$ cat src/rtl/calc_pkg.sv
// rtl/calc_pkg.sv - shared opcodes and sequencer state encoding for the calculator driver
package calc_pkg;

    localparam logic [2:0] OP_SRL  = 3'b000;
    localparam logic [2:0] OP_SLL  = 3'b001;
    localparam logic [2:0] OP_ADD  = 3'b010;
    localparam logic [2:0] OP_SUB  = 3'b011;
    localparam logic [2:0] OP_MUL  = 3'b100;
    localparam logic [2:0] OP_NOR  = 3'b101;
    localparam logic [2:0] OP_NAND = 3'b110;
    localparam logic [2:0] OP_XOR  = 3'b111;

    // bit of cmd_op that turns the command into an accumulator clear
    localparam int CMD_CLR = 3;

    typedef enum logic [2:0] {
        ST_IDLE   = 3'd0,
        ST_SETUP  = 3'd1,
        ST_PULSE  = 3'd2,
        ST_SETTLE = 3'd3,
        ST_RESP   = 3'd4
    } state_t;

endpackage

$ cat src/rtl/calc_cmd_sequencer_if.sv
// rtl/calc_cmd_sequencer_if.sv - command/response handshake bundle for the calculator sequencer
interface calc_cmd_sequencer_if #(parameter int OLD_SIZE = 16);

    logic                cmd_valid;
    logic                cmd_ready;
    logic [3:0]          cmd_op;
    logic [OLD_SIZE-1:0] cmd_operand;
    logic [OLD_SIZE-1:0] cmd_expect;
    logic                cmd_check;
    logic                rsp_valid;
    logic                rsp_ready;
    logic [OLD_SIZE-1:0] rsp_data;
    logic                rsp_mismatch;

    modport master (
        output cmd_valid, cmd_op, cmd_operand, cmd_expect, cmd_check, rsp_ready,
        input  cmd_ready, rsp_valid, rsp_data, rsp_mismatch
    );

    modport slave (
        input  cmd_valid, cmd_op, cmd_operand, cmd_expect, cmd_check, rsp_ready,
        output cmd_ready, rsp_valid, rsp_data, rsp_mismatch
    );

endinterface

$ cat src/rtl/calc_cmd_fifo.sv
// rtl/calc_cmd_fifo.sv - synchronous command FIFO, power-of-two depth
module calc_cmd_fifo #(
    parameter int WIDTH = 37,
    parameter int DEPTH = 4
) (
    input  logic             clk,
    input  logic             rst,
    input  logic             push,
    input  logic             pop,
    input  logic [WIDTH-1:0] wdata,
    output logic [WIDTH-1:0] rdata,
    output logic             full,
    output logic             empty
);

    localparam int AW = $clog2(DEPTH);
    localparam logic [AW:0] FULL_CNT = (AW+1)'(DEPTH);

    logic [WIDTH-1:0] mem [DEPTH];
    logic [AW-1:0]    wptr;
    logic [AW-1:0]    rptr;
    logic [AW:0]      count;
    logic             do_push;
    logic             do_pop;

    assign full    = (count == FULL_CNT);
    assign empty   = (count == '0);
    assign rdata   = mem[rptr];
    assign do_push = push && !full;
    assign do_pop  = pop && !empty;

    always_ff @(posedge clk) begin
        if (do_push) begin
            mem[wptr] <= wdata;
        end
    end

    // pointers wrap naturally because DEPTH is a power of two
    always_ff @(posedge clk) begin
        if (rst) begin
            wptr  <= '0;
            rptr  <= '0;
            count <= '0;
        end else begin
            if (do_push) wptr <= wptr + 1'b1;
            if (do_pop)  rptr <= rptr + 1'b1;
            case ({do_push, do_pop})
                2'b10:   count <= count + 1'b1;
                2'b01:   count <= count - 1'b1;
                default: count <= count;
            endcase
        end
    end

endmodule

$ cat src/rtl/calc_cmd_sequencer.sv
// rtl/calc_cmd_sequencer.sv - replays queued commands onto the calculator buttons and returns led results
module calc_cmd_sequencer
    import calc_pkg::*;
#(
    parameter int OLD_SIZE   = 16,
    parameter int DEPTH      = 4,
    parameter int SETUP_CYC  = 1,
    parameter int PULSE_CYC  = 1,
    parameter int SETTLE_CYC = 2
) (
    input  logic                clk,
    input  logic                btnac,
    calc_cmd_sequencer_if.slave bus,
    output logic [OLD_SIZE-1:0] sw_out,
    output logic                btnl_out,
    output logic                btnr_out,
    output logic                btnd_out,
    output logic                btnc_out,
    output logic                ac_out,
    input  logic [OLD_SIZE-1:0] led_in,
    output logic [7:0]          err_count,
    output logic                busy
);

    localparam int WIDTH = 4 + 2*OLD_SIZE + 1;
    localparam logic [15:0] CNT_SETUP  = 16'(SETUP_CYC - 1);
    localparam logic [15:0] CNT_PULSE  = 16'(PULSE_CYC - 1);
    localparam logic [15:0] CNT_SETTLE = 16'(SETTLE_CYC - 1);

    state_t              state;
    state_t              state_nxt;
    logic [15:0]         cnt;
    logic                cnt_zero;
    logic                pop;
    logic                push;
    logic                fifo_full;
    logic                fifo_empty;
    logic [WIDTH-1:0]    fifo_rdata;
    logic [3:0]          f_op;
    logic [OLD_SIZE-1:0] f_operand;
    logic [OLD_SIZE-1:0] f_expect;
    logic                f_check;
    logic                clr_q;
    logic                chk_q;
    logic [OLD_SIZE-1:0] exp_q;
    logic [OLD_SIZE-1:0] rsp_data_q;
    logic                mismatch_q;

    assign push      = bus.cmd_valid && bus.cmd_ready;
    assign f_op      = fifo_rdata[WIDTH-1 -: 4];
    assign f_operand = fifo_rdata[2*OLD_SIZE -: OLD_SIZE];
    assign f_expect  = fifo_rdata[OLD_SIZE -: OLD_SIZE];
    assign f_check   = fifo_rdata[0];
    assign cnt_zero  = (cnt == '0);

    calc_cmd_fifo #(.WIDTH(WIDTH), .DEPTH(DEPTH)) u_fifo (
        .clk   (clk),
        .rst   (btnac),
        .push  (push),
        .pop   (pop),
        .wdata ({bus.cmd_op, bus.cmd_operand, bus.cmd_expect, bus.cmd_check}),
        .rdata (fifo_rdata),
        .full  (fifo_full),
        .empty (fifo_empty)
    );

    always_ff @(posedge clk) begin
        if (btnac) state <= ST_IDLE;
        else       state <= state_nxt;
    end

    always_comb begin
        state_nxt = state;
        case (state)
            ST_IDLE:   if (!fifo_empty)   state_nxt = ST_SETUP;
            ST_SETUP:  if (cnt_zero)      state_nxt = ST_PULSE;
            ST_PULSE:  if (cnt_zero)      state_nxt = ST_SETTLE;
            ST_SETTLE: if (cnt_zero)      state_nxt = ST_RESP;
            ST_RESP:   if (bus.rsp_ready) state_nxt = ST_IDLE;
            default:                      state_nxt = ST_IDLE;
        endcase
    end

    always_comb begin
        pop           = (state == ST_IDLE) && !fifo_empty;
        btnc_out      = (state == ST_PULSE) && !clr_q;
        ac_out        = (state == ST_PULSE) && clr_q;
        bus.rsp_valid = (state == ST_RESP);
    end

    assign busy             = (state != ST_IDLE) || !fifo_empty;
    assign bus.cmd_ready    = !fifo_full;
    assign bus.rsp_data     = rsp_data_q;
    assign bus.rsp_mismatch = mismatch_q;

    // one down-counter is reloaded on every phase entry and shared by SETUP/PULSE/SETTLE
    always_ff @(posedge clk) begin
        if (btnac) begin
            cnt        <= '0;
            clr_q      <= 1'b0;
            chk_q      <= 1'b0;
            exp_q      <= '0;
            sw_out     <= '0;
            btnl_out   <= 1'b0;
            btnr_out   <= 1'b0;
            btnd_out   <= 1'b0;
            rsp_data_q <= '0;
            mismatch_q <= 1'b0;
            err_count  <= '0;
        end else begin
            if (state_nxt != state) begin
                case (state_nxt)
                    ST_SETUP:  cnt <= CNT_SETUP;
                    ST_PULSE:  cnt <= CNT_PULSE;
                    ST_SETTLE: cnt <= CNT_SETTLE;
                    default:   cnt <= '0;
                endcase
            end else if (!cnt_zero) begin
                cnt <= cnt - 1'b1;
            end

            if (pop) begin
                clr_q  <= f_op[CMD_CLR];
                chk_q  <= f_check;
                exp_q  <= f_expect;
                sw_out <= f_op[CMD_CLR] ? '0 : f_operand;
                {btnl_out, btnr_out, btnd_out} <= f_op[CMD_CLR] ? 3'b000 : f_op[2:0];
            end

            if (state == ST_SETTLE && cnt_zero) begin
                rsp_data_q <= led_in;
                mismatch_q <= chk_q && (led_in != exp_q);
            end

            if (state == ST_RESP && bus.rsp_ready && mismatch_q && err_count != 8'hff) begin
                err_count <= err_count + 8'd1;
            end
        end
    end

endmodule

$ cat src/flat_wrapper.sv
// flat-port wrapper written by rule: the top's interface ports become plain ports
module calc_cmd_sequencer_flat import calc_pkg::*;
#(
    parameter int OLD_SIZE   = 16,
    parameter int DEPTH      = 4,
    parameter int SETUP_CYC  = 1,
    parameter int PULSE_CYC  = 1,
    parameter int SETTLE_CYC = 2
)
  (clk, btnac, sw_out, btnl_out, btnr_out, btnd_out, btnc_out, ac_out, led_in, err_count, busy, bus_cmd_valid, bus_cmd_op, bus_cmd_operand, bus_cmd_expect, bus_cmd_check, bus_rsp_ready, bus_cmd_ready, bus_rsp_valid, bus_rsp_data, bus_rsp_mismatch);
  calc_cmd_sequencer_if #(.OLD_SIZE(OLD_SIZE)) bus_i ();
  input  logic clk;
  input  logic btnac;
  output logic [OLD_SIZE-1:0] sw_out;
  output logic btnl_out;
  output logic btnr_out;
  output logic btnd_out;
  output logic btnc_out;
  output logic ac_out;
  input  logic [OLD_SIZE-1:0] led_in;
  output logic [7:0] err_count;
  output logic busy;
  input wire logic [$bits(bus_i.cmd_valid)-1:0] bus_cmd_valid;
  input wire logic [$bits(bus_i.cmd_op)-1:0] bus_cmd_op;
  input wire logic [$bits(bus_i.cmd_operand)-1:0] bus_cmd_operand;
  input wire logic [$bits(bus_i.cmd_expect)-1:0] bus_cmd_expect;
  input wire logic [$bits(bus_i.cmd_check)-1:0] bus_cmd_check;
  input wire logic [$bits(bus_i.rsp_ready)-1:0] bus_rsp_ready;
  output wire logic [$bits(bus_i.cmd_ready)-1:0] bus_cmd_ready;
  output wire logic [$bits(bus_i.rsp_valid)-1:0] bus_rsp_valid;
  output wire logic [$bits(bus_i.rsp_data)-1:0] bus_rsp_data;
  output wire logic [$bits(bus_i.rsp_mismatch)-1:0] bus_rsp_mismatch;
  assign bus_i.cmd_valid = bus_cmd_valid;
  assign bus_i.cmd_op = bus_cmd_op;
  assign bus_i.cmd_operand = bus_cmd_operand;
  assign bus_i.cmd_expect = bus_cmd_expect;
  assign bus_i.cmd_check = bus_cmd_check;
  assign bus_i.rsp_ready = bus_rsp_ready;
  assign bus_cmd_ready = bus_i.cmd_ready;
  assign bus_rsp_valid = bus_i.rsp_valid;
  assign bus_rsp_data = bus_i.rsp_data;
  assign bus_rsp_mismatch = bus_i.rsp_mismatch;
  calc_cmd_sequencer #(.OLD_SIZE(OLD_SIZE), .DEPTH(DEPTH), .SETUP_CYC(SETUP_CYC), .PULSE_CYC(PULSE_CYC), .SETTLE_CYC(SETTLE_CYC)) u_core (.clk(clk), .btnac(btnac), .bus(bus_i), .sw_out(sw_out), .btnl_out(btnl_out), .btnr_out(btnr_out), .btnd_out(btnd_out), .btnc_out(btnc_out), .ac_out(ac_out), .led_in(led_in), .err_count(err_count), .busy(busy));
endmodule
$ cat config.mk
export PLATFORM = sky130hd
export DESIGN_NAME = calc_cmd_sequencer_flat
export DESIGN_NICKNAME = d
export VERILOG_FILES = /design/src/rtl/calc_pkg.sv /design/src/rtl/calc_cmd_sequencer_if.sv /design/src/rtl/calc_cmd_fifo.sv /design/src/rtl/calc_cmd_sequencer.sv /design/src/flat_wrapper.sv
export SDC_FILE = /design/constraint.sdc
export NUM_CORES = 1
export LEC_CHECK = 0
export ABC_AREA = 1
export CELL_PAD_IN_SITES_DETAIL_PLACEMENT = 1
export CELL_PAD_IN_SITES_GLOBAL_PLACEMENT = 1
export CORE_MARGIN = 2
export CORE_UTILIZATION = 30
export DETAILED_ROUTE_END_ITERATION = 8
export PLACE_DENSITY = 0.63
export SLEW_MARGIN = 20
export SYNTH_ARGS = -nofsm -noshare
export SYNTH_HDL_FRONTEND = slang
export SYNTH_HIERARCHICAL = 1
export SYNTH_SLANG_ARGS = --single-unit
$ cat constraint.sdc
create_clock -name clk -period 3.2 [get_ports clk]
set_input_delay 0.48 -clock clk [delete_from_list [all_inputs] [get_ports clk]]
set_output_delay 0.48 -clock clk [all_outputs]
set_load 0.01 [all_outputs]
Yosys cells after proc, flatten, opt, wreduce, memory -nomap -nowiden
Memories as Yosys holds them, arrays and structs flattened. A register that Yosys moved wholly into a read port is not among the register bits.
Index checks and enable logic that the tools add are counted.
{"block": "totals", "out_inout_bits": 49, "latch_bits": 0, "rom_bits": 0, "ram_bits": 148, "ff_bits": 88, "memories": 1, "elab_cells": 70, "inputBits": 57}
{"memory": "u_core.u_fifo.mem", "depth": 4, "word_bits": 37, "rd": 1, "rd_clocked_by_memory_dff": 1, "wr": 1, "line_no": "calc_cmd_fifo.sv:19", "rtl": "logic [WIDTH-1:0] mem [DEPTH];"}
{"block": "classes", "shift": 0, "n_reduce_logical": 20, "n_addsub": 6, "bitwise": 0, "n_mux": 16, "div_mod_pow": 0, "multipliers": 0, "n_lt_le_gt_ge": 0, "eq_ne": 12}
{"operator": "two-way mux 16 bit", "n": 3}
{"operator": "two-way mux 3 bit", "n": 6}
{"operator": "logical NOT 16 bit", "n": 1}
{"operator": "inequality test 16 bit", "n": 1}
{"operator": "subtractor 16 x 1 -> 16 bit (second input constant)", "n": 1}
{"operator": "case mux 3 bit (5 select lines)", "n": 1}
{"operator": "logical AND 1 bit", "n": 11}
{"operator": "== test 3 x 2 -> 1 bit (second input constant)", "n": 3}
{"operator": "adder 8 x 1 -> 8 bit (second input constant)", "n": 1}
{"operator": "inequality test 8 bit (second input constant)", "n": 1}
{"operator": "== test 3 bit (second input constant)", "n": 2}
{"operator": "logical NOT 3 bit", "n": 2}
{"operator": "case mux 3 bit (2 select lines)", "n": 1}
{"operator": "adder 2 x 1 -> 2 bit (second input constant)", "n": 2}
{"operator": "two-way mux 2 bit", "n": 2}
{"operator": "adder 3 x 1 -> 3 bit (second input constant)", "n": 1}
{"operator": "== test 3 x 1 -> 1 bit (second input constant)", "n": 1}
{"operator": "logical NOT 1 bit", "n": 3}
{"operator": "two-way mux 1 bit", "n": 3}
{"operator": "inequality test 3 bit", "n": 1}
{"operator": "nonzero test 3 bit", "n": 1}
{"operator": "subtractor 3 x 1 -> 3 bit (second input constant)", "n": 1}
{"operator": "== test 2 x 1 -> 1 bit (second input constant)", "n": 1}
{"operator": "== test 2 bit (second input constant)", "n": 1}
{"operator": "other kinds (3)", "n": 3}

Longest topological paths before layout
Gate-level depths: netlist of the first run.
{"block": "logic_depth", "ltp_word": 6, "ltp_mapped": 16, "depth_no_buf": 15}

Hierarchy
The synthesis of the first run kept the hierarchy.
{"mod": "calc_cmd_fifo", "area_each_um2": 5972.0, "cells_each": 428, "n_inst": 1}
{"mod": "calc_cmd_sequencer", "area_each_um2": 3649.8, "cells_each": 465, "n_inst": 1}

Least setup slack after synthesis of the first run
No wires, ideal clock.
{"block": "synth_path", "path_type": "reg2reg", "from": "register u_core.u_fifo.count[1]", "to": "memory u_core.u_fifo.mem[0][0] (enable)", "arrival_time_ns": 2.425, "path_stages_with_launch": 7, "setup_ns": 0.431, "setup_slack_ns": 0.343, "synth_period_minus_slack_ns": 2.857, "path_cell_list": "dfxtp_1 -> nor2_1 -> nand2_1 -> inv_1 -> nor2_1 -> nand2_1 -> nor2_1"}
{"block": "synth_via", "elab_chain_len": 6}
{"element": "from (decl)", "line_no": "calc_cmd_fifo.sv:22", "rtl": "logic [AW:0] count;"}
{"element": "from (signal assigned)", "line_no": "calc_cmd_fifo.sv:48", "rtl": "2'b10: count <= count + 1'b1;"}
{"element": "from (signal assigned)", "line_no": "calc_cmd_fifo.sv:49", "rtl": "2'b01: count <= count - 1'b1;"}
{"element": "from (signal assigned)", "line_no": "calc_cmd_fifo.sv:50", "rtl": "default: count <= count;"}
{"element": "== test 3 bit", "line_no": "calc_cmd_fifo.sv:26", "rtl": "assign full = (count == FULL_CNT);"}
{"element": "named net u_core.fifo_full", "line_no": "calc_cmd_sequencer.sv:36", "rtl": "logic fifo_full;"}
{"element": "logical NOT 1 bit", "line_no": "calc_cmd_sequencer.sv:92", "rtl": "assign bus.cmd_ready = !fifo_full;"}
{"element": "logical AND 1 bit", "line_no": "calc_cmd_sequencer.sv:49", "rtl": "assign push = bus.cmd_valid && bus.cmd_ready;"}
{"element": "named net u_core.push", "line_no": "calc_cmd_sequencer.sv:35", "rtl": "logic push;"}
{"element": "logical AND 1 bit", "line_no": "calc_cmd_fifo.sv:29", "rtl": "assign do_push = push && !full;"}
{"element": "two-way mux 1 bit", "line_no": "calc_cmd_fifo.sv:33", "rtl": "if (do_push) begin"}
{"element": "two-way mux 1 bit (not written as such)", "line_no": "calc_cmd_fifo.sv:34", "rtl": "mem[wptr] <= wdata;"}
{"element": "to (decl)", "line_no": "calc_cmd_fifo.sv:19"}
The timed path passes the listed nets, and every way through them passes these cells.

Final worst setup path of the first run
{"block": "layout_path", "from": "register u_core.state[2]", "to": "output ac_out"}
{"block": "layout_via", "elab_chain_len": 2}
{"element": "from (decl)", "line_no": "calc_cmd_sequencer.sv:30", "rtl": "state_t state;"}
{"element": "from (signal assigned)", "line_no": "calc_cmd_sequencer.sv:69", "rtl": "else state <= state_nxt;"}
{"element": "== test 3 x 2 -> 1 bit", "line_no": "calc_cmd_sequencer.sv:87", "rtl": "ac_out = (state == ST_PULSE) && clr_q;"}
{"element": "logical AND 1 bit", "line_no": "calc_cmd_sequencer.sv:87"}
{"element": "to (decl)", "line_no": "flat_wrapper.sv:19", "rtl": "output logic ac_out;"}
No other way between the ends.

==> impl_metrics.ini, run 1 <==
[floorplan]
row_count = 65
die_w_um = 183
start_util = 0.305
io_pins = 106
die_h_um = 183
die_area_mm2 = 0.0335
core_area_mm2 = 0.0316

[critical_path]
path_max_fanout = 5
slowest_stage = clkdlybuf4s50_1
cp-end-kind = primary output
cp_data_arrival_time_ns = 1.88
path_cells = inv_1 > nand3_1 > nor2_1 > clkdlybuf4s50_1
start_kind = flip-flop
cpPeakStageDelay_ns = 0.55
crit_required_ns = 2.72
crit_type = flip-flop to primary output

[sta]
hold_violations = 0
slew_headroom = 0.519
fin_crit_sh = 0.736
period_needed_ns = 2.36
grt_setup_unrepaired = no
final-max-slew-violation-count = 0
setup_tns_ns = 0
max_freq_mhz = 424
skew_ns = 0.00942
setup_viol = 0
worst_pin_slew_ns = 0.722

[clock_tree]
cts_hold_buf = 0
clock-root-buffer = clkbuf_16
clockBufferDepth = 3
numCtsBuffers = 27
cts_tree = done
post-cts-setup-buffer-count = 0
clk_pin_slew_ns = 0.06
cts_resized = 0
cts-htree-levels = 1
clkSinkCount = 238
clk_latency_ns = 0.54

[global_routing]
antenna_found_initial = 1
grt_max_degree = 73
grt_first_pass_wirelength_mm = 38.5
grt_pass1_vias = 7060
grt_util_all_layers = 0.145
overflow = 0

[route]
drtIter0Drc = 323
drc = 0
ant_nets = 0
firstDrtPassIters = 4
vias_per_cell = 4.71
drt-wirelength-per-cell_um = 17.0
routed-via-count = 6674
wirelength_mm = 24.1

[final_layout]
drive_gt1_frac = 0.0935
ff_latch_area_mm2 = 0.00625
num_antenna_cells = 0
multi_input_area_mm2 = 0.00287
final_nets = 1060
syn_to_final_growth_pct = 24.1
num-fill-cells = 3490

[synthesis]
synth_largest_area_cell = edfxtp_1
synth_top_area_frac = 0.462
synthAdderAreaFrac = 0.0112
syn_nets = 958
synth-seq-cells = 238
synth_compound_area_frac = 0.119
synth_ff_type = edfxtp_1
synth_area_mm2 = 0.00962
synth_simple_gate_area_frac = 0.141
ys_top_cells_by_area = edfxtp_1 46%, dfxtp_1 19%, nor2_1 6.3%
ys_seq_area_frac = 0.649
postSynthAreaPerCell_um2 = 10.8
syn_inst = 893
synth_xor_area_frac = 0.0228
synth-edff-count = 148
yosysMostFrequentCell = nor2_1
muxShareOfSynthArea = 0
ys_warn_count = 6
synth_top_family_by_area = simple AND/OR/NAND/NOR gates
synth_cell_types = 41
synthArstFlopShare = 0
synth_common_cells = 162 x nor2_1, 148 x edfxtp_1, 90 x dfxtp_1

[power]
p_per_area_mw_per_mm2 = 860
leakagePower_uw = 0.00426
vdd_drop_max_mv = 0.551
total_power_uw = 10300

[place]
hpwl_mm = 15.5
place.port_buffers = 105
gp_congestion = 0.719

[run_status]
outcome = complete, no violations

[worst_hold_path]
hp-class = primary input to flip-flop

[job]
drv_cap = 0
[state kept, by name (all words and copies together) (netlist names), named ones only]
| register | flops |
|---|---|
| u_core/btnr_out | 1 |
| u_core/sw_out | 16 |
| u_core/bus.rsp_mismatch | 1 |
| u_core/exp_q | 16 |
| u_core/btnd_out | 1 |
| u_core/btnl_out | 1 |
| u_core/u_fifo/rptr | 2 |
| u_core/clr_q | 1 |
| u_core/u_fifo/wptr | 2 |
| u_core/chk_q | 1 |
| u_core/cnt | 16 |
| u_core/state | 3 |
| u_core/u_fifo/mem | 148 |
| u_core/err_count | 8 |
| u_core/bus.rsp_data | 16 |
| u_core/u_fifo/count | 3 |
[area by class of cell]
cell class | count | share of cell area
timing repair buffer | 118 | 0.101
inverter | 74 | 0.0235
clock buffer | 38 | 0.0609
clock inverter | 12 | 0.00933
tap | 402 | 0.0421
sequential | 238 | 0.523
multi-input combinational | 536 | 0.240
[through the flow]
step | hold slack [ns] | cell area, um2 | util | setup WS [ns] | instances
2_1_floorplan | 0.430 | 9620 | - | 0.343 | 893
3_3_place_gp | 0.434 | 11100 | 0.352 | 0.656 | 1368
3_5_place_dp | 0.441 | 11100 | 0.352 | 0.623 | 1368
4_1_cts | 0.406 | 11900 | 0.378 | 0.779 | 1418
5_1_grt | 0.427 | 11900 | 0.378 | 0.606 | 1418
6_report | 0.425 | 11900 | 0.378 | 0.844 | 1418
[worst paths after layout]
| kind | from | endpoint | slack [ns] | depth (start not counted) |
|---|---|---|---|---|
| worst min register to register | u_core/bus.rsp_data[9] | u_core/bus.rsp_data[9] | 0.45 | 2 |
| worst max-delay path | u_core/state[2] | ac_out | 0.84 | 4 |
| worst max register to register | u_core/u_fifo/count[1] | u_core/u_fifo/count[2] | 0.89 | 16 |
| worst min-delay path | btnac | u_core/cnt[13] | 0.42 | 2 |
[layout by cell type (no fill, tap or decap), types with 8 or more instances in the layout]
| cell type | netlist | layout |
|---|---|---|
| a21oi_1 | 36 | 36 |
| a22oi_1 | 19 | 19 |
| buf_4 | 1 | 8 |
| clkbuf_1 | 25 | 10 |
| clkbuf_16 | 0 | 27 |
| clkdlybuf4s50_1 | 0 | 104 |
| dfxtp_1 | 90 | 89 |
| edfxtp_1 | 148 | 148 |
| inv_1 | 70 | 70 |
| nand2_1 | 55 | 55 |
| nand3_1 | 20 | 20 |
| nand4_1 | 17 | 17 |
| nor2_1 | 162 | 157 |
| nor2_2 | 9 | 10 |
| o21ai_0 | 82 | 82 |
| o21ai_1 | 32 | 32 |
| o22ai_1 | 37 | 37 |
| xnor2_1 | 15 | 15 |
| xor2_1 | 10 | 10 |
[power breakdown]
part | internal, uW | leakage (uW) | switching (uW) | total [uW]
Sequential | 3790 | 0.00209 | 227 | 4020
Clock | 1680 | 0.000411 | 1250 | 2930
Combinational | 1180 | 0.00176 | 2130 | 3310
Total | 6660 | 0.00426 | 3610 | 10300
[critical path: cells and delay by family (launching register included)]
| kind | cells | cell delay, ns |
|---|---|---|
| buf+inv | 2 | 0.72 |
| flops | 1 | 0.38 |
| simple gates | 2 | 0.24 |
[metal layers]
metal / global-route usage / wire length, um
met5: 0 / 13
met4: 0.0342 / 455
met1: 0.192 / 11000
met2: 0.243 / 11200
met3: 0.0282 / 1440
[cells by family after synthesis]
group                      Yosys count
and+or+nand+nor                    294
adders and majority gates            8
AOI/OAI and AO/OA                  209
xor gates and xnor gates            25
buffers and inverters              119
DFF                                238
Note: power is estimated with default switching activity, not from simulation.
==> run 2, diff against run 1 <==
--- a/config.mk
+++ b/config.mk
@@ -11,7 +11,7 @@
 export CORE_MARGIN = 2
 export CORE_UTILIZATION = 30
 export DETAILED_ROUTE_END_ITERATION = 8
-export PLACE_DENSITY = 0.63
+export PLACE_DENSITY = 0.65
 export SLEW_MARGIN = 20
 export SYNTH_ARGS = -nofsm -noshare
 export SYNTH_HDL_FRONTEND = slang
==> constraint.sdc (replaced) <==
create_clock -name clk -period 2.12 [get_ports clk]
set_input_delay 0.318 -clock clk [delete_from_list [all_inputs] [get_ports clk]]
set_output_delay 0.318 -clock clk [all_outputs]
set_load 0.01 [all_outputs]
==> impl_metrics.ini, run 2 (synthesis gave the netlist of run 1 again) <==
[worst_hold_path]
hp-class = primary input to flip-flop

[route]
drc = 0
wirelength_mm = 24.2
drt-wirelength-per-cell_um = 16.9
firstDrtPassIters = 4
drtIter0Drc = 389
vias_per_cell = 4.73
ant_nets = 0
routed-via-count = 6774

[final_layout]
top_register = u_core/u_fifo/mem
final_common_cell = nor2_1
fin_util = 0.381
largest_reg_flops = 148
stdcell_count = 1431
num_antenna_cells = 0
drive_gt1_frac = 0.111
final_nets = 1074
syn_to_final_growth_pct = 25.0
final_cell_mix = 156 x nor2_1, 148 x edfxtp_1, 101 x clkdlybuf4s50_1, 86 x dfxtp_1, 82 x o21ai_0

[sta]
slew_headroom = 0.695
worst_pin_slew_ns = 0.458
max_freq_mhz = 489
final-max-slew-violation-count = 0
fin_crit_sh = 0.965
whs_ns = 0.277
period_needed_ns = 2.05
setup_viol = 0
hold_violations = 0
skew_ns = 0.0185

[critical_path]
crit_buf_inv = 2
r2r_slack_ns = 0.14
cp-end-kind = primary output
cpPeakStageDelay_ns = 0.33
path_cells = nor2_2 > nand2_2 > inv_1 > nand3_1 > dlygate4sd2_1
cp_data_arrival_time_ns = 1.73
start_kind = flip-flop
crit_type = flip-flop to primary output
cpLargestDelayFamily = buffers and inverters
slowest_stage = dfxtp_1
path_max_fanout = 4
crit_required_ns = 1.80

[clock_tree]
clock-root-buffer = clkbuf_16
clk_latency_ns = 0.53
cts-htree-levels = 1
clk_pin_slew_ns = 0.06
cts_hold_buf = 0
clockBufferDepth = 3
clkSinkCount = 238
cts_tree = done
numCtsBuffers = 26

[global_routing]
antenna_found_initial = 0
grt_first_pass_wirelength_mm = 38.3
overflow = 0
grt_max_degree = 45
grt_util_all_layers = 0.144
grt_pass1_vias = 6985

[floorplan]
start_util = 0.305
core_area_mm2 = 0.0316
die_w_um = 183
row_count = 65
io_pins = 106
die_h_um = 183
die_area_mm2 = 0.0335

[power]
switching_share = 0.352
p_int_uw = 10000
pwr-share-clk = 0.267
leakagePower_uw = 0.00432
seqPwrFrac = 0.394
p_per_area_mw_per_mm2 = 1280
p_comb_frac = 0.339
p_switching_uw = 5420
total_power_uw = 15400
vdd_drop_max_mv = 0.637

[place]
dp.cells = 1382
hpwl_mm = 15.9
place.port_buffers = 105
gp_congestion = 0.738

[run_status]
outcome = complete, no violations

[job]
drv_cap = 0
-- run 2: per-layer routing --
metal  vias to the layer above  global-route usage  share of wire
met4                         0              0.0403          0.024
met3                        41              0.0244          0.047
met2                       132               0.238           0.46
met1                      3276               0.195           0.47
met5                         -                   0              0
li1                       3325                   -              -
-- run 2: stage by stage --
step	setup WS [ns]	cell area, um2	TNS, ns
after floorplan	-0.171	9640	-25.38
after global placement	0.122	11200	0
after detailed placement	0.108	11200	0
after CTS	0.00652	12000	0
after global routing	-0.0112	12000	-0.0139
final	0.0734	12000	0
-- run 2: cell type report --
cell class / instances / area, um2
fillers: 3480 / 19500
flip-flops and latches: 238 / 6250
multi-input cells: 536 / 2890
repair buffers: 133 / 1340
clock buffers: 40 / 723
well taps: 402 / 503
inverters: 74 / 280
clock inverters: 8 / 45.0
-- run 2: worst reg2reg max path: stages (launching register included) --
cell     delay [ns]
dfxtp_2        0.34
inv_1          0.07
nand2_2        0.10
inv_1          0.09
nor3_4         0.19
nand2_2        0.08
inv_1          0.08
ha_2           0.18
inv_1          0.06
fa_2           0.35
inv_1          0.07
nand2_1        0.05
nand3_1        0.08
nand2_1        0.06
nand2_1        0.05
nor2_1         0.04
-- run 2: timing repair --
item,in CTS,in global routing
resized for setup,6,10
pin swaps,0,1
setup buffers,0,1
endpoints found under the setup margin,4,4
-- run 2: worst paths after layout --
check                               start                       to  depth (start not counted)
setup reg to reg   u_core/u_fifo/count[2]   u_core/u_fifo/count[2]                         15
hold / removal                      btnac         u_core/sw_out[3]                          3
setup / recovery   u_core/u_fifo/count[1]                     busy                          5
hold reg to reg   u_core/bus.rsp_data[13]  u_core/bus.rsp_data[13]                          2
-- run 2: power by group through the flow --
stage | combinational [uW] | sequential [uW] | clock, uW
after floorplan | 3540 | 6130 | 0
after global placement | 5140 | 6130 | 0
final | 5230 | 6070 | 4110
after global routing | 5880 | 6150 | 4410
after CTS | 5290 | 6070 | 4240
after detailed placement | 5240 | 6160 | 0
==> run 3, diff against run 2 <==
==> constraint.sdc (replaced) <==
create_clock -name clk -period 1.6 [get_ports clk]
set_input_delay 0.24 -clock clk [delete_from_list [all_inputs] [get_ports clk]]
set_output_delay 0.24 -clock clk [all_outputs]
set_load 0.01 [all_outputs]
==> impl_metrics.ini, run 3 (synthesis gave the netlist of run 1 again) <==
[floorplan]
row_count = 65
die_h_um = 183
io_pins = 106
start_util = 0.305
die_w_um = 183
die_area_mm2 = 0.0335
core_area_mm2 = 0.0316

[sta]
grt_setup_unrepaired = yes
setup_viol = 181
skew_ns = 0.0106
period_needed_ns = 1.87
final-max-slew-violation-count = 0
slew_headroom = 0.726
hold_violations = 0
layout_setup_ws_ns = -0.273
fin_crit_sh = 1.17
worst_pin_slew_ns = 0.411
whs_ns = 0.147
max_freq_mhz = 534

[critical_path]
cpPeakStageDelay_ns = 0.37
crit_top_cell = inv_2
path_max_fanout = 2
start_kind = flip-flop
cp_data_arrival_time_ns = 2.32
path_cells = nor2_4 > inv_2 > nor3_4 > nand2_4 > inv_4 > ha_4 > inv_2 > fa_2 > inv_2 > nand2_2 > nand3_2 > nand2_1 > nand2_1 > nor2_1
crit_required_ns = 2.05
crit_type = flip-flop to flip-flop
cp-end-kind = flip-flop
slowest_stage = fa_2

[place]
gp_congestion = 0.732
hpwl_mm = 16.7
place.port_buffers = 105

[clock_tree]
clk_latency_ns = 0.56
numCtsBuffers = 27
clockBufferDepth = 3
cts-htree-levels = 1
clk_pin_slew_ns = 0.06
cts_tree = done
clock-root-buffer = clkbuf_16
cts_hold_buf = 0
clkSinkCount = 238

[final_layout]
final_nets = 1158
num-fill-cells = 3399
fin_util = 0.427
largest_reg_flops = 148
syn_to_final_growth_pct = 39.9
drive_gt1_frac = 0.221
top_register = u_core/u_fifo/mem
final_cell_mix = 152 x nor2_1, 148 x edfxtp_1, 82 x dfxtp_1, 74 x o21ai_0, 63 x buf_4
final_common_cell = nor2_1

[route]
routed-via-count = 7292
ant_nets = 0
drtIter0Drc = 393
drc = 0
drt-wirelength-per-cell_um = 18.4
vias_per_cell = 4.81
firstDrtPassIters = 4
wirelength_mm = 28.0

[worst_hold_path]
hp-class = primary input to flip-flop

[job]
drv_cap = 0

[global_routing]
antenna_found_initial = 0
grt_first_pass_wirelength_mm = 42.1
overflow = 0
grt_pass1_vias = 7535
grt_util_all_layers = 0.160
grt_max_degree = 45

[power]
p_switching_uw = 8230
leakagePower_uw = 0.00522
p_per_area_mw_per_mm2 = 1760
vdd_drop_max_mv = 0.864
p_comb_frac = 0.376
switching_share = 0.348
p_int_uw = 15400
seqPwrFrac = 0.340
pwr-share-clk = 0.283

[run_status]
violations = setup timing
outcome = finished, violations left
run 3: cell count changes in the layout (fill, tap and decap cells not counted), sizes merged:
cell / previous run / this run
clkinv: 9 / 7
buf: 29 / 111
diode: 0 / 1
clkdlybuf4s50: 101 / 55
dlygate4sd2: 3 / 44
clkinvlp: 0 / 4
nand3: 23 / 24
bufinv: 0 / 5
inv: 73 / 77
clkbuf: 40 / 36
run 3: critical path: cells and delay by family (launching register included):
family / cells / cell delay (ns)
fa+ha+maj: 2 / 0.50
buf+inv: 4 / 0.24
flops: 1 / 0.35
simple gates: 8 / 0.66
run 3: stage by stage:
step	cell area [um2]	TNS (ns)	std cells	total power [uW]	worst slack (ns)
5_1_grt	13500	-26.90	1516	25000	-0.365
2_1_floorplan	9720	-26.77	893	13000	-0.369
3_5_place_dp	11700	-34.17	1426	15900	-0.265
4_1_cts	13300	-17.92	1509	23400	-0.208
6_report	13500	-13.91	1517	23700	-0.273
3_3_place_gp	11700	-28.43	1426	15800	-0.257
run 3: layout make-up:
type	count	area, um2	share of cell area
sequential	238	6260	0.465
multi-input combinational	537	3070	0.228
timing repair buffer	215	2370	0.176
clock buffer	31	711	0.0528
tap	402	503	0.0374
inverter	74	293	0.0218
clock inverter	19	255	0.0190
antenna	1	2.50	0.000186
run 3: per-layer routing:
layer | up-vias | GRT usage | share of wire
li1 | 3513 | - | -
met1 | 3569 | 0.210 | 0.45
met2 | 163 | 0.275 | 0.48
met3 | 47 | 0.0264 | 0.043
met4 | 0 | 0.0448 | 0.027
met5 | - | 0 | 0
run 3: final timing paths:
path / endpoint / slack, ns / start / depth (start not counted)
worst max-delay path: u_core/u_fifo/count[2] / -0.27 / u_core/state[0] / 14
worst min-delay path: u_core/cnt[5] / 0.15 / btnac / 3
worst max register to register: u_core/u_fifo/count[2] / -0.27 / u_core/state[0] / 14
worst min register to register: u_core/bus.rsp_data[13] / 0.45 / u_core/bus.rsp_data[13] / 2
run 3: repair_timing:
action                                  in CTS  in global routing
pin swaps                                   15                 20
endpoints found under the setup margin     240                231
gates resized for setup                    118                 46
setup buffers                               25                 11
cloned                                      11                  6
run 3: power groups by stage:
stage	Combinational, uW	Sequential [uW]	Clock, uW
after floorplan	4860	8150	0
after global placement	7620	8140	0
after detailed placement	7780	8160	0
after CTS	8570	8060	6810
after global routing	9800	8150	7070
final	8900	8060	6710
